==> src/rtl/fifo_drain_adapter.sv <==
// Pops a synchronous FIFO into a 2-entry skid buffer that drives a registered val/rdy stream.
// Latency 1 cycle (pop to out_val); out_rdy never reaches fifo_rd_en_o, and popping stops once both entries are held.
module fifo_drain_adapter #(
    parameter int DATA_NBITS = 32,
    parameter int CNT_NBITS  = 16
) (
    input  logic                  clk,
    input  logic                  reset,
    input  logic                  fifo_empty_i,
    output logic                  fifo_rd_en_o,
    input  logic [DATA_NBITS-1:0] fifo_rd_data_i,
    output logic                  out_val,
    input  logic                  out_rdy,
    output logic [DATA_NBITS-1:0] out_msg,
    output logic [1:0]            occupancy_o,
    output logic [CNT_NBITS-1:0]  pop_count_o
);

    typedef enum logic [1:0] {
        EMPTY = 2'd0,
        ONE   = 2'd1,
        FULL  = 2'd2
    } state_t;

    state_t                state;
    logic [DATA_NBITS-1:0] entry0;
    logic [DATA_NBITS-1:0] entry1;
    logic                  val_q;
    logic [CNT_NBITS-1:0]  pop_cnt;
    logic                  pop;
    logic                  deq;

    // Pop depends only on registered state and the empty flag, so downstream ready never loops back to the FIFO.
    assign pop          = ~reset & ~fifo_empty_i & (state != FULL);
    assign deq          = val_q & out_rdy;
    assign fifo_rd_en_o = pop;
    assign out_val      = val_q;
    assign out_msg      = entry0;
    assign occupancy_o  = state;
    assign pop_count_o  = pop_cnt;

    always_ff @(posedge clk) begin
        if (reset) begin
            state   <= EMPTY;
            entry0  <= '0;
            entry1  <= '0;
            val_q   <= 1'b0;
            pop_cnt <= '0;
        end else begin
            if (pop) begin
                pop_cnt <= pop_cnt + 1'b1;
            end
            case (state)
                EMPTY: begin
                    if (pop) begin
                        entry0 <= fifo_rd_data_i;
                        state  <= ONE;
                        val_q  <= 1'b1;
                    end
                end
                ONE: begin
                    if (pop && deq) begin
                        entry0 <= fifo_rd_data_i;
                    end else if (pop) begin
                        entry1 <= fifo_rd_data_i;
                        state  <= FULL;
                    end else if (deq) begin
                        entry0 <= '0;
                        state  <= EMPTY;
                        val_q  <= 1'b0;
                    end
                end
                FULL: begin
                    if (deq) begin
                        entry0 <= entry1;
                        entry1 <= '0;
                        state  <= ONE;
                    end
                end
                default: begin
                    entry0 <= '0;
                    entry1 <= '0;
                    state  <= EMPTY;
                    val_q  <= 1'b0;
                end
            endcase
        end
    end

endmodule

==> config.mk <==
export PLATFORM = sky130hd
export DESIGN_NAME = fifo_drain_adapter
export DESIGN_NICKNAME = d
export VERILOG_FILES = /design/src/rtl/fifo_drain_adapter.sv
export SDC_FILE = /design/constraint.sdc
export NUM_CORES = 1
export LEC_CHECK = 0
export CAP_MARGIN = 20
export CORE_MARGIN = 2
export CORE_UTILIZATION = 49
export DETAILED_ROUTE_END_ITERATION = 10
export GPL_TIMING_DRIVEN = 0
export HOLD_SLACK_MARGIN = 0.12
export PLACE_DENSITY = 0.8
export SLEW_MARGIN = 20
export SYNTH_ARGS = -nofsm -noshare
export SYNTH_HDL_FRONTEND = slang
export SYNTH_SLANG_ARGS = --single-unit
==> constraint.sdc <==
create_clock -name clk -period 2.4 [get_ports clk]
set_input_delay 0.36 -clock clk [delete_from_list [all_inputs] [get_ports clk]]
set_output_delay 0.36 -clock clk [all_outputs]
set_load 0.05 [all_outputs]
======== Word level (Yosys, flattened, before mapping) ========
Cells that the tools add are included.
storage, ports and cells
  register bits after elaboration ......... 83
  input bits .............................. 36
  output and inout bits ................... 52
  word-level logic and storage cells ...... 50
cells by class
  $add $sub $neg .......................... 1
  equal/unequal tests ..................... 12
  mux-type cells .......................... 19
  bitwise logic cells ..................... 7
  reductions and logical operators ........ 6
operators by type and width
  kind                                            count
  two-way mux 32 bit                              6
  one-hot mux 32 bit (3 select lines)             2
  adder 16 x 1 -> 16 bit (second input constant)  1
  != test 2 bit (second input constant)           7
  AND reduction 4 bit                             3
  two-way mux 2 bit                               5
  != test 3 bit (second input constant)           3
  one-hot mux 2 bit (3 select lines)              1
  AND reduction 5 bit                             1
  two-way mux 1 bit                               4
  NOT 1 bit                                       4
  AND 1 bit                                       3
  one-hot mux 1 bit (3 select lines)              1
  == test 2 x 1 -> 1 bit (second input constant)  1
  == test 2 bit (second input constant)           1
  logical NOT 2 bit                               1
  logical AND 1 bit                               1

======== Longest topological paths before layout ========
  word-level depth ........................ 6
  gate-level depth with buffers ........... 7
  gate-level depth less buffers ........... 5

======== Worst setup path before layout ========
No wires, ideal clock.
  path kind ............................... register -> register
  start point ............................. reg state[0] (netlist: occupancy_o[0])
  end point ............................... reg pop_cnt[10] (netlist: pop_count_o[10])
  setup time .............................. 0.070 ns
  arrival time ............................ 2.089 ns
  required time ........................... 2.330 ns
  path slack .............................. 0.241 ns
  cell stages (with the launch flop) ...... 7
  path buffers ............................ 2
  clock period less this slack ............ 2.159 ns
  cells stage by stage .................... dfxtp_1 > nor2b_1 > buf_2 > or3_1 > buf_2 > or4_1 > a21oi_1
between the ends
  longest elaborated chain between the ends .. 2
ends and longest elaborated chain
  element                 line  RTL
  from (decl)             25    state_t state;
  from (signal assigned)  44    state <= EMPTY;
  from (signal assigned)  57    state <= ONE;
  from (signal assigned)  66    state <= FULL;
  != test 2 bit           34    assign pop = ~reset & ~fifo_empty_i & (state != FULL);
  AND 1 bit               34
  to (signal assigned)    51    pop_cnt <= pop_cnt + 1'b1;
  to (decl)               29    logic [CNT_NBITS-1:0] pop_cnt;
No other way between the ends.
A chain may end at the register's enable or synchronous reset.

======== Worst setup path after layout ========
  start point ............................. in reset
  end point ............................... reg entry1[22]
between the ends
  longest elaborated chain between the ends .. 6
  elaborated cells on any way between the ends .. 7
  those cells by class .................... eq/ne: 2; bitwise: 3; reduce/logical: 2
ends and longest elaborated chain
  element                        line  RTL
  from (decl)                    8     input logic reset,
  NOT 1 bit                      34
  AND 1 bit (2 in a row)         34
  logical AND 1 bit              62    if (pop && deq) begin
  != test 2 bit (no line)        --
  AND reduction 4 bit (no line)  --
  to (signal assigned)           65    entry1 <= fifo_rd_data_i;
  to (decl)                      27    logic [DATA_NBITS-1:0] entry1;
Several ways; a longest one is shown, not always the timed one.

==> qor.log <==
[outcome] run status completed
[placement] post-place setup slack -140.4 ps
[cts] number of sinks handled by clock tree synthesis 83
[synth] dominant cell type by area after synthesis sky130_fd_sc_hd__dfxtp_1
[min_path] endpoint of the worst hold path out_msg[15]$_SDFFE_PP0P_
[die] number of top-level design ports 88
[global_route] vias in the first global route 2,996
[finish] area added between synthesis and finish 34.46%
[synth] number of storage elements in the synthesis netlist 83
[global_route] total gr overflow 0
[drt] Post-route DRC 0
[global_route] global router's overall resource usage 22.35%
[synth] netlist area before placement 0.003540 mm²
[global_route] largest net degree at the start of global routing 14
[timing] Max-Slew Margin vs Limit 64.33%
[drt] WL/cell 15.18 µm
[die] starting density of the core 51.25%
[cts] Clock Root Buffer sky130_fd_sc_hd__clkbuf_8
[cts] htree depth 3
[timing] final slew viol count 0
[drt] detailed router's first-iteration violation count 156
[die] core area 0.006907 mm²
[placement] number of cells after detailed placement 551
[timing] Peak Freq 449.1 MHz
[setup_path] Cell Chain, Critical Path clkdlybuf4s50_1, clkbuf_1, a211oi_1, o22a_1, clkbuf_1, buf_2, mux2i_1, nor2_1
[power] static power due to leakage 1.799 nW
[setup_path] Crit path top cell by count sky130_fd_sc_hd__clkbuf_1
[setup_path] cell at the slowest stage of the critical path sky130_fd_sc_hd__clkdlybuf4s50_1
[setup_path] cell type group with the largest total delay on the critical path buffers and inverters
[timing] setup repair after global routing missed its margin false
[timing] time the final worst path needs with I/O delays and setup 2227 ps
[setup_path] origin of the critical flop-to-flop path occupancy_o[0]$_SDFFE_PP0P_
[placement] Port Buffers 87
[finish] number of diodes added for antenna fixing 0
[drt] number of antenna-violating nets in the routed design 0
[synth] top cells by area in the synthesized netlist sky130_fd_sc_hd__dfxtp_1 (47%), sky130_fd_sc_hd__a22o_1 (16%), sky130_fd_sc_hd__mux2i_1 (9.0%)
[synth] fraction of registers with async set or reset after synthesis 0%
[drt] number of iterations in the first detailed-routing pass 4
[die] Die Area 0.007919 mm²
[synth] register area share after synthesis 46.94%
[cts] number of resized instances in the post-cts repair step 1
[timing] worst clock skew 8.805 ps
[global_route] number of antenna violations at the first check in global routing 0
[finish] Finished Layout Cells 567
[setup_path] worst stage delay on the critical path 440 ps
[die] die extent in y 88.99 µm
[drt] routed wire length 8.608 mm
[timing] final critical-path setup slack 173.4 ps
[setup_path] Levels on crit path 8
[synth] number of different library cells in the post-synthesis netlist 34
[timing] hold slack final 481.4 ps
[finish] layout cells sized above 1 4.246%
[cts] # hold bufs at CTS 0
[placement] cell area after placement 0.004531 mm²
[cts] buffers inserted by post-CTS timing repair 0
[drt] vias per cell 5.526
[finish] end-of-flow core utilization 68.91%
[min_path] Worst Hold Depth 1
[synth] Syn. warnings 0
[cts] Clock Latency Late Sink 350 ps
[power] VDD IR-drop max 0.0004059 V
[placement] gpl congestion 0.8180
[cts] maximum clock path buffer count 2
[synth] number of synthesized flops with an enable pin 0
[synth] syn nets 405
[die] Horiz. Die Dim 88.99 µm
[die] standard-cell row count 30
[setup_path] arrival time reported for the critical path endpoint 2440 ps
[synth] Synth top area share 46.94%
[global_route] global-route wire length before repair 13.79 mm
[setup_path] Register-to-Register Setup Slack 290 ps
[timing] number of hold violations in the final report 0
[cts] Inserted Clock Buffers 9
[min_path] startpoint of the tightest hold check path out_msg[15]$_SDFFE_PP0P_
[setup_path] Buffers & Inverters on Critical Path 4
[run] max-cap violation count 0
[min_path] path category of the worst min-delay check reg2reg
[synth] Synth Instances 368
[placement] detailed placement HPWL 6.062 mm
[setup_path] required time worst endpoint 2610 ps
[timing] slew at the pin closest to its max-slew limit 533.5 ps
[timing] ratio of final minimum period to clock period 92.78%
[setup_path] destination of the worst register-to-register timing path out_msg[8]$_SDFFE_PP0P_
[synth] dominant synthesized flop cell sky130_fd_sc_hd__dfxtp_1
[timing] number of setup violations in the final report 0
[cts] Reg clk slew, reported paths 80 ps
[finish] final net count 503
[synth] Post-Synthesis Mean Instance Area 9.619 µm²
[setup_path] CP Launch Type primary input
[setup_path] Setup CP Type in2reg
[drt] total via count after detailed routing 3,133
[setup_path] Max Fanout on Critical Path 10
[setup_path] worst r2r path cells 5
[cts] clock tree from TritonCTS yes
[setup_path] endpoint type of the worst setup path flip-flop
[finish] post-route cell area 0.004760 mm²
[power] power density relative to cell area 692.9 mW/mm²
## Yosys cell counts (3+ instances only)
library cell,number
sky130_fd_sc_hd__a21oi_1,15
sky130_fd_sc_hd__a22o_1,64
sky130_fd_sc_hd__and2_1,33
sky130_fd_sc_hd__and3_1,3
sky130_fd_sc_hd__buf_2,5
sky130_fd_sc_hd__clkbuf_1,23
sky130_fd_sc_hd__dfxtp_1,83
sky130_fd_sc_hd__mux2i_1,32
sky130_fd_sc_hd__nand2_1,11
sky130_fd_sc_hd__nand3_1,5
sky130_fd_sc_hd__nor2_1,43
sky130_fd_sc_hd__o21ai_0,7
sky130_fd_sc_hd__o31ai_1,6
sky130_fd_sc_hd__or3_1,4
sky130_fd_sc_hd__or4_1,6
sky130_fd_sc_hd__xor2_1,4
## metrics by stage
step | power (mW) | setup TNS (ps)
after floorplan | 1.946 | 0
after global placement | 2.177 | -1972
after detailed placement | 2.191 | -3351
after CTS | 3.310 | 0
after global routing | 3.426 | 0
final | 3.298 | 0
## cells in the final DEF, fill, tap and decap left out, drive strengths merged, types with 3 or more instances in the layout
cell | synthesis | routed
clkdlybuf4s50 | 0 | 86
dfxtp | 83 | 83
a22o | 64 | 64
nor2 | 43 | 43
clkbuf | 23 | 36
and2 | 33 | 33
mux2i | 32 | 32
a21oi | 15 | 15
nand2 | 11 | 11
o21ai | 7 | 7
o31ai | 6 | 6
or4 | 6 | 6
buf | 6 | 6
nand3 | 5 | 5
or3 | 4 | 4
xor2 | 4 | 4
and3 | 3 | 3
inv | 2 | 3
## metal layers
layer	global-route usage, %	routed length [µm]	up-vias
li1	-	-	1529
met1	29.77	3956	1515
met2	36.97	4121	79
met3	3.232	398	10
met4	8.412	131	0
met5	0	0	-
## cell type report
cell class | count | area [µm²]
Multi-Input combinational cell | 254 | 1758
Fill cell | 588 | 2147
Inverter | 2 | 7.507
Buffer | 29 | 115.1
Sequential cell | 83 | 1662
Tap cell | 96 | 120.1
Timing Repair Buffer | 87 | 869.6
Clock inverter | 3 | 68.82
Clock buffer | 13 | 158.9
## worst max path at each step
stage	start	end	slack, ps
final	reset	entry1[22]$_SDFFE_PP0P_	170
after floorplan	occupancy_o[0]$_SDFFE_PP0P_	pop_count_o[10]$_SDFFE_PP0P_	240
after global routing	reset	entry1[18]$_SDFFE_PP0P_	10
after global placement	reset	entry1[31]$_SDFFE_PP0P_	-80
after detailed placement	reset	entry1[26]$_SDFFE_PP0P_	-140
after CTS	occupancy_o[0]$_SDFFE_PP0P_	out_msg[8]$_SDFFE_PP0P_	160
## state kept, by name, summed over array words and instances (netlist names)
register,count
occupancy_o,2
out_msg,32
pop_count_o,16
entry1,32
out_val,1
## cell families (layout without fill, tap and decap cells)
kind of cell    Yosys count  in the layout  share of synthesized area, %
simple gates            119            119                         17.60
buf+inv                  31            134                         3.464
mux                      32             32                         9.049
xor+xnor                  6              6                         1.485
fa+ha+maj                 1              1                        0.3534
flops                    83             83                         46.94
compound gates           96             96                         21.10
## worst reg2reg max path, cell delays in order (launching register included)
cell                       delay [ps]
sky130_fd_sc_hd__dfxtp_1          500
sky130_fd_sc_hd__nor2b_2          350
sky130_fd_sc_hd__o21ai_0          140
sky130_fd_sc_hd__a21oi_1          370
sky130_fd_sc_hd__clkbuf_1         460
sky130_fd_sc_hd__a22o_1           230
## report_power, final
group,total (mW),switching [mW],internal [mW]
logic,0.683,0.409,0.274
registers,1.48,0.0421,1.44
clock network,1.14,0.489,0.649
total,3.30,0.940,2.36
Note: power is estimated with default switching activity, not from simulation.
